**src/rtl/pattern_history_table.sv**
```systemverilog
// pattern_history_table
//   Gshare-style pattern history table. Holds 2^INDEX_BITS two-bit saturating
//   counters indexed by pc[INDEX_BITS+1:2] xor zero-extended global history.
//   After reset the table is swept to weak-not-taken (01), one entry per cycle,
//   before requests are accepted.
//
// Parameters
//   HISTSIZE    width of global history (must be <= INDEX_BITS)
//   INDEX_BITS  log2 of counter count
//
// Ports
//   clk, rst         clock, synchronous active-high reset
//   pred_valid/pc/hist  prediction request (fetch side)
//   pred_ready       table initialised, requests accepted
//   pred_out_valid   prediction result valid (1 cycle after request)
//   pred_taken       predicted direction (counter MSB)
//   upd_valid/pc/hist/taken  resolved branch update (execute side)
//   hist_en, hist_bit  registered shift-enable / shift-bit for the history register

module pattern_history_table #(
   parameter int HISTSIZE   = 2,
   parameter int INDEX_BITS = 6
) (
   input  logic                clk,
   input  logic                rst,
   input  logic                pred_valid,
   input  logic [31:0]         pred_pc,
   input  logic [HISTSIZE-1:0] pred_hist,
   output logic                pred_ready,
   output logic                pred_out_valid,
   output logic                pred_taken,
   input  logic                upd_valid,
   input  logic [31:0]         upd_pc,
   input  logic [HISTSIZE-1:0] upd_hist,
   input  logic                upd_taken,
   output logic                hist_en,
   output logic                hist_bit
);

   localparam int ENTRIES = 2 ** INDEX_BITS;

   typedef enum logic {ST_INIT, ST_RUN} state_t;

   state_t                  state;
   state_t                  next_state;
   logic                    run;
   logic [INDEX_BITS-1:0]   sweep_idx;
   logic [1:0]              counters [ENTRIES];
   logic [INDEX_BITS-1:0]   pred_idx;
   logic [INDEX_BITS-1:0]   upd_idx;
   logic [1:0]              upd_cnt;

   // PC bits outside the index window do not contribute to the hash
   logic                    unused_pc_bits;
   assign unused_pc_bits = ^{pred_pc[31:INDEX_BITS+2], pred_pc[1:0],
                             upd_pc[31:INDEX_BITS+2], upd_pc[1:0]};

   // Index hashing: history sits in the low bits of the index
   always_comb begin
      pred_idx = pred_pc[INDEX_BITS+1:2] ^ INDEX_BITS'(pred_hist);
      upd_idx  = upd_pc[INDEX_BITS+1:2]  ^ INDEX_BITS'(upd_hist);
      upd_cnt  = counters[upd_idx];
   end

   // State register
   always_ff @(posedge clk) begin
      if (rst) begin
         state <= ST_INIT;
      end else begin
         state <= next_state;
      end
   end

   // Next-state logic
   always_comb begin
      next_state = state;
      case (state)
         ST_INIT: if (sweep_idx == '1) next_state = ST_RUN;
         ST_RUN:  next_state = ST_RUN;
         default: next_state = ST_INIT;
      endcase
   end

   // Output logic
   always_comb begin
      run        = (state == ST_RUN);
      pred_ready = run;
   end

   // Sweep index: advances only while initialising, restarts at 0 on reset
   always_ff @(posedge clk) begin
      if (rst) begin
         sweep_idx <= '0;
      end else if (state == ST_INIT) begin
         sweep_idx <= sweep_idx + 1'b1;
      end
   end

   // Counter array: no reset term, the sweep provides the initial contents
   always_ff @(posedge clk) begin
      if (!rst) begin
         if (state == ST_INIT) begin
            counters[sweep_idx] <= 2'b01;
         end else if (upd_valid) begin
            if (upd_taken && (upd_cnt != 2'b11)) begin
               counters[upd_idx] <= upd_cnt + 2'b01;
            end else if (!upd_taken && (upd_cnt != 2'b00)) begin
               counters[upd_idx] <= upd_cnt - 2'b01;
            end
         end
      end
   end

   // Prediction and history outputs; the array read sees the pre-update
   // value when predict and update hit the same entry in one cycle
   always_ff @(posedge clk) begin
      if (rst) begin
         pred_out_valid <= 1'b0;
         pred_taken     <= 1'b0;
         hist_en        <= 1'b0;
         hist_bit       <= 1'b0;
      end else begin
         pred_out_valid <= run && pred_valid;
         pred_taken     <= run && pred_valid && counters[pred_idx][1];
         hist_en        <= run && upd_valid;
         hist_bit       <= run && upd_valid && upd_taken;
      end
   end

endmodule

```
**config.mk**
```make
export PLATFORM = sky130hd
export DESIGN_NAME = pattern_history_table
export DESIGN_NICKNAME = d
export VERILOG_FILES = /design/src/rtl/pattern_history_table.sv
export SDC_FILE = /design/constraint.sdc
export NUM_CORES = 1
export LEC_CHECK = 0
export ABC_AREA = 1
export CAP_MARGIN = 25
export CELL_PAD_IN_SITES_DETAIL_PLACEMENT = 0
export CELL_PAD_IN_SITES_GLOBAL_PLACEMENT = 2
export CORE_AREA = 2 2 198 122
export CTS_CLUSTER_DIAMETER = 150
export CTS_CLUSTER_SIZE = 24
export DETAILED_ROUTE_END_ITERATION = 10
export DIE_AREA = 0 0 200 124
export PLACE_DENSITY_LB_ADDON = 0.1
export SYNTH_ARGS = -nofsm -noshare
export SYNTH_HDL_FRONTEND = slang
export SYNTH_SLANG_ARGS = --single-unit
```
**constraint.sdc**
```tcl
create_clock -name clk -period 3.12 [get_ports clk]
set_input_delay 0.624 -clock clk [delete_from_list [all_inputs] [get_ports clk]]
set_output_delay 0.624 -clock clk [all_outputs]
set_load 0.005 [all_outputs]
```
==> Word-level counts from Yosys, hierarchy flattened <==
Memories as Yosys holds them, arrays and structs flattened.
Cells that the tools add are included.
{ "word_totals": {"regBits": 11, "latchBits": 0, "mem_bits_rw": 128, "rom_bits": 0, "memories": 1} }
{ "classes": {"n_addsub": 3, "n_mul": 0, "n_div": 0, "order_cmp": 0, "eq_ne": 2, "shifts": 0, "mux": 20, "bitwise_logic": 4, "n_reduce_logical": 9} }
{ "mem_list": {"columns": ["name", "depth", "width", "rd", "rd_clocked_by_memory_dff", "write_ports", "line_no", "text"], "rows": [
  ["counters", 64, 2, 2, 0, 1, "48", "logic [1:0] counters [ENTRIES];"]
]} }
{ "op_table": {"columns": ["op", "count"], "rows": [
  ["1-bit 2-to-1 mux", 16],
  ["6-bit by 2-bit bitwise XOR with 6-bit output", 2],
  ["6-bit by 1-bit adder with 6-bit output, second input constant", 1],
  ["6-bit equality test, second input constant", 1],
  ["1-bit logical AND", 6],
  ["6-bit 2-to-1 mux", 1],
  ["2-bit 2-to-1 mux", 2],
  ["2-bit by 1-bit adder with 2-bit output, second input constant", 1],
  ["2-bit inequality test, second input constant", 1],
  ["1-bit case mux with 2 select lines", 1],
  ["2-bit nonzero test", 1],
  ["2-bit OR reduction", 1],
  ["2-bit by 1-bit subtractor with 2-bit output, second input constant", 1],
  ["1-bit zero test", 1],
  ["1-bit inverter", 1],
  ["1-bit OR", 1]
]} }

==> Longest topological paths before layout <==
An unclocked memory read counts as a cell.
{ "depth": {"depth_word": 13, "depth_mapped": 22, "depth_no_buf": 20} }

==> Least setup slack after synthesis <==
OpenSTA, ideal clock, no wires.
{ "synth_path": {"path_kind": "input to register", "start": "in upd_hist[0]", "end": "mem counters[0][1], data pin", "setup_time_ns": 0.368, "arrival_time_ns": 2.822, "required_time_ns": 2.752, "slack_ns": -0.070, "cell_stages": 15, "path_buffers": 1, "cell_sequence": "inv_1 nand2_1 nand2_2 clkbuf_1 nand2_1 nand3_1 nand3_1 nand3_1 nand3_1 nand3_1 nand2_2 nand3_2 nand2_4 nand2_1 and3_1"} }
{ "synth_between": {"elab_chain_cells": 13, "elab_cells_between_ends": 23, "cone_classes": "add/sub (2); eq/ne (1); mux (13); bitwise (2); reduce/logical (4); memory (1)"} }
{ "synth_rtl": {"columns": ["element", "line_no", "text"], "rows": [
  ["from (decl)", "34", "input logic [HISTSIZE-1:0] upd_hist,"],
  ["6-bit by 2-bit bitwise XOR with 6-bit output (*)", "61", "upd_idx = upd_pc[INDEX_BITS+1:2] ^ INDEX_BITS'(upd_hist);"],
  ["memory read 64 x 2 bit (*)", null, null],
  ["2-bit nonzero test", "107", "end else if (!upd_taken && (upd_cnt != 2'b00)) begin"],
  ["1-bit logical AND", "107", null],
  ["1-bit 2-to-1 mux", "107", null],
  ["1-bit 2-to-1 mux", "105", "if (upd_taken && (upd_cnt != 2'b11)) begin"],
  ["1-bit 2-to-1 mux", "104", "end else if (upd_valid) begin"],
  ["1-bit 2-to-1 mux", "102", "if (state == ST_INIT) begin"],
  ["1-bit 2-to-1 mux", "101", "if (!rst) begin"],
  ["1-bit 2-to-1 mux (not written as such)", "108", "counters[upd_idx] <= upd_cnt - 2'b01;"],
  ["1-bit OR (no line)", null, null],
  ["2-bit OR reduction (no line)", null, null],
  ["2-bit 2-to-1 mux (no line) (*)", null, null],
  ["to (decl)", "48", null]
]} }
Mark *: on every way between the ends. The rest lies on a longest branch, timed or not.

==> Worst setup path after layout <==
{ "layout_path": {"start": "in upd_hist[1]", "end": "mem counters[7][1] (enable)"} }
{ "layout_between": {"elab_chain_cells": 13, "elab_cells_between_ends": 21, "cone_classes": "eq/ne (1); mux (13); bitwise (2); reduce/logical (4); memory (1)"} }
{ "layout_rtl": {"columns": ["element", "line_no"], "rows": [
  ["6-bit by 2-bit bitwise XOR with 6-bit output (*)", "61"],
  ["memory read 64 x 2 bit", null],
  ["2-bit nonzero test", "107"],
  ["1-bit logical AND", "107"],
  ["1-bit 2-to-1 mux", "107"],
  ["1-bit 2-to-1 mux", "105"],
  ["1-bit 2-to-1 mux", "104"],
  ["1-bit 2-to-1 mux", "102"],
  ["1-bit 2-to-1 mux", "101"],
  ["1-bit 2-to-1 mux (not written as such)", "108"],
  ["1-bit OR (no line)", null],
  ["2-bit OR reduction (no line)", null],
  ["6-bit 2-to-1 mux (no line) or 1-bit 2-to-1 mux (tied branches)", null]
]} }
Marked as above.

==> qor.yml <==
outcome:
  status: "finished with violations"
  violations: "setup timing"
yosys:
  yosysWarnings: 0
  synth_cells: 807
  synth_nets: 881
  syn_area_per_cell_um2: 8.955
  ys_seq_area_frac: 0.5623
  synth_cell_types: 38
  ys_ff_latch: 139
  syn_area_mm2: 0.007227
cells_and_area:
  fin_util: 0.4679
  layout_commonest_cell: "nand2_1"
  nNetsFinal: 1005
  fill_cells: 2184
  multi_input_area_mm2: 0.003630
  layout_common_cells: "nand2_1 (215), edfxtp_1 (128), nand3_1 (125), inv_1 (76), nand3_2 (60)"
  drive_above_1_share: 0.3496
  fin_cells: 1259
  area_delta_synth_final_pct: 48.04
  regArea_mm2: 0.004064
  diodes: 0
timing:
  rsz0062_at_grt: "true"
  drv_slew: 0
  finalHoldViolCount: 0
  worst_pin_slew_ps: 437.9
  maxSlewHeadroom: 0.7061
  fmax_mhz: 318.5
  setup_violations: 8
  fin_crit_ps: 3140
  finalWorstSetupSlack_ps: -20.18
  fin_crit_sh: 1.006
  holdWs_ps: 559.9
  skew_ps: 10.27
setup_path:
  worstPathRequired_ps: 3260
  slowest_stage: "o21ai_4"
  end_kind: "flop"
  cpPeakStageDelay_ps: 280
  crit_type: "input port to flop"
  worstPathCellList: "buf_2, buf_6, buf_6, xnor2_4, buf_12, buf_12, buf_16, nand3_2, nand3_2, nand3_2, nand3_4, nand3_4, nand2_4, nand2_4, nand2_8, nand2_8, o21ai_4, buf_6, nand3_4, nor2_1"
  rr_startpoint: "counters[53][0]$_DFFE_PP_"
  arrival_ps: 3280
  rrSetupSlack_ps: 420
  startpoint_type: "input port"
  critPathMaxFanout: 8
  timing.rr.end: "counters[7][1]$_DFFE_PP_"
  r2r_cells: 16
clock_network:
  cts_tree: "done"
  root_buffer: "clkbuf_16"
  numCtsBuffers: 17
  ctsHoldBuffers: 0
  path_clk_slew_ps: 60
  cts_buffer_depth: 2
  insertion_delay_ps: 440
  cts_htree_levels: 4
  clock_sinks: 139
global_routing:
  grt_util_all_layers: 0.2334
  grt_overflow: 0
  grt_pass1_wl_mm: 41.03
  grt_max_degree: 47
  antenna_found_initial: 0
  grt_pass1_vias: 6325
hold_path:
  hp-class: "flop to flop"
  worstHoldPathCells: 2
  whs_endpoint: "pred_ready$_SDFF_PP0_"
  hp-start: "sweep_idx[3]$_SDFFE_PP0N_"
place:
  routabilityCongestion: 0.7916
  dp.cells: 1188
  dp_slack_ps: -943.8
  port_buffers: 25
  dp_hpwl_mm: 16.92
detailed_routing:
  vias_per_cell: 5.063
  drtIter0Drc: 547
  firstDrtPassIters: 5
  antenna_left: 0
  wire_per_inst_um: 21.80
  drc: 0
  num_vias: 6374
  drt_wl_total_mm: 27.44
run:
  maxCapViolCount: 0
floorplanning:
  start_util: 0.3161
  pin_count: 78
  fp.dieArea_mm2: 0.02480
  core_mm2: 0.02287
  dieHeight_um: 124
  rows: 43
  fp.dieW_um: 200
pwr:
  vdd_ir_drop_max_v: 0.0004059
  leakagePower_uw: 0.004113
  p_per_area_mw_per_mm2: 456.2
==> layer usage <==
layer	GRT usage	wire (µm)
met5	0	0
met4	0.05926	405
met2	0.3451	11880
met1	0.3504	13570
met3	0.04251	1592
==> kinds of logic (layout without fill, tap and decap cells) <==
group,after synthesis,in the layout,share of synthesized area
AOI/OAI and AO/OA,16,16,0.01957
and+or+nand+nor,532,534,0.3447
buffers and inverters,115,250,0.06475
adders and majority gates,1,1,0.001731
xor gates and xnor gates,4,4,0.006927
DFF,139,139,0.5623
==> state kept, by name, indices dropped and copies added, names as in the netlist <==
name / flops
pred_taken: 1
pred_out_valid: 1
hist_bit: 1
pred_ready: 1
sweep_idx: 6
counters: 128
hist_en: 1
==> metrics by stage <==
stage / setup TNS, ps / cell area (µm²) / total power, µW
2_1_floorplan: 0 / 7228 / 2373
3_3_place_gp: -138480 / 8526 / 2663
3_5_place_dp: -147130 / 8526 / 2663
4_1_cts: 0 / 10430 / 4870
5_1_grt: -7175 / 10700 / 5034
6_report: -77.03 / 10700 / 4881
==> worst max-delay path: cells and delay by family <==
| kind | cells | cell delay (ps) |
|---|---|---|
| buffers and inverters | 7 | 900 |
| AOI/OAI and AO/OA | 1 | 280 |
| xor gates and xnor gates | 1 | 140 |
| and+or+nand+nor | 11 | 1310 |
==> how the worst max path moves through the flow <==
stage | start | end | slack, ps | cells after the start
2_1_floorplan | upd_hist[0] | counters[0][0]$_DFFE_PP_ | 70 | 15
3_3_place_gp | upd_pc[2] | counters[46][1]$_DFFE_PP_ | -920 | 19
3_5_place_dp | upd_hist[0] | counters[46][1]$_DFFE_PP_ | -940 | 20
4_1_cts | upd_hist[0] | counters[55][1]$_DFFE_PP_ | 1 | 22
5_1_grt | upd_hist[1] | counters[53][1]$_DFFE_PP_ | -120 | 22
6_report | upd_hist[1] | counters[7][1]$_DFFE_PP_ | -20 | 20
==> cell type report <==
cell class,instances,area share
Clock buffer,19,0.04046
Tap cell,315,0.03684
Inverter,82,0.02900
Sequential cell,139,0.3798
Timing Repair Buffer,136,0.1628
Multi-Input combinational cell,555,0.3393
Clock inverter,13,0.01181
==> report_power, final <==
| part | total, µW | internal (µW) | switching (µW) |
|---|---|---|---|
| clock | 1980 | 1160 | 815 |
| sequential | 2020 | 2010 | 8.15 |
| combinational | 883 | 381 | 501 |
| total | 4880 | 3560 | 1320 |
==> repair_timing <==
action	in CTS	in global routing
pin swaps	33	22
cloned	11	1
buffers inserted	26	3
setup endpoints to repair	128	128
gates resized for setup	177	70
==> synthesized netlist by cell type (all sizes together) <==
cell,instances,area share
nand2,240,0.14
nor4,1,0.00087
and3,2,0.0017
clkbuf,15,0.0078
clkinv,2,0.0010
o21ai,8,0.0097
xnor2,2,0.0035
o41ai,1,0.0012
inv,80,0.042
a21oi,2,0.0014
edfxtp,128,0.53
buf,18,0.014
xor2,2,0.0035
nor3,4,0.0028
nor2,78,0.041
nand3,197,0.14
o211ai,2,0.0040
or2,1,0.00087
ha,1,0.0017
dfxtp,11,0.030
a311oi,2,0.0024
nand4,8,0.019
nand3b,1,0.0010
a31oi,1,0.00087
No activity file was read; power rests on OpenSTA's default activity.
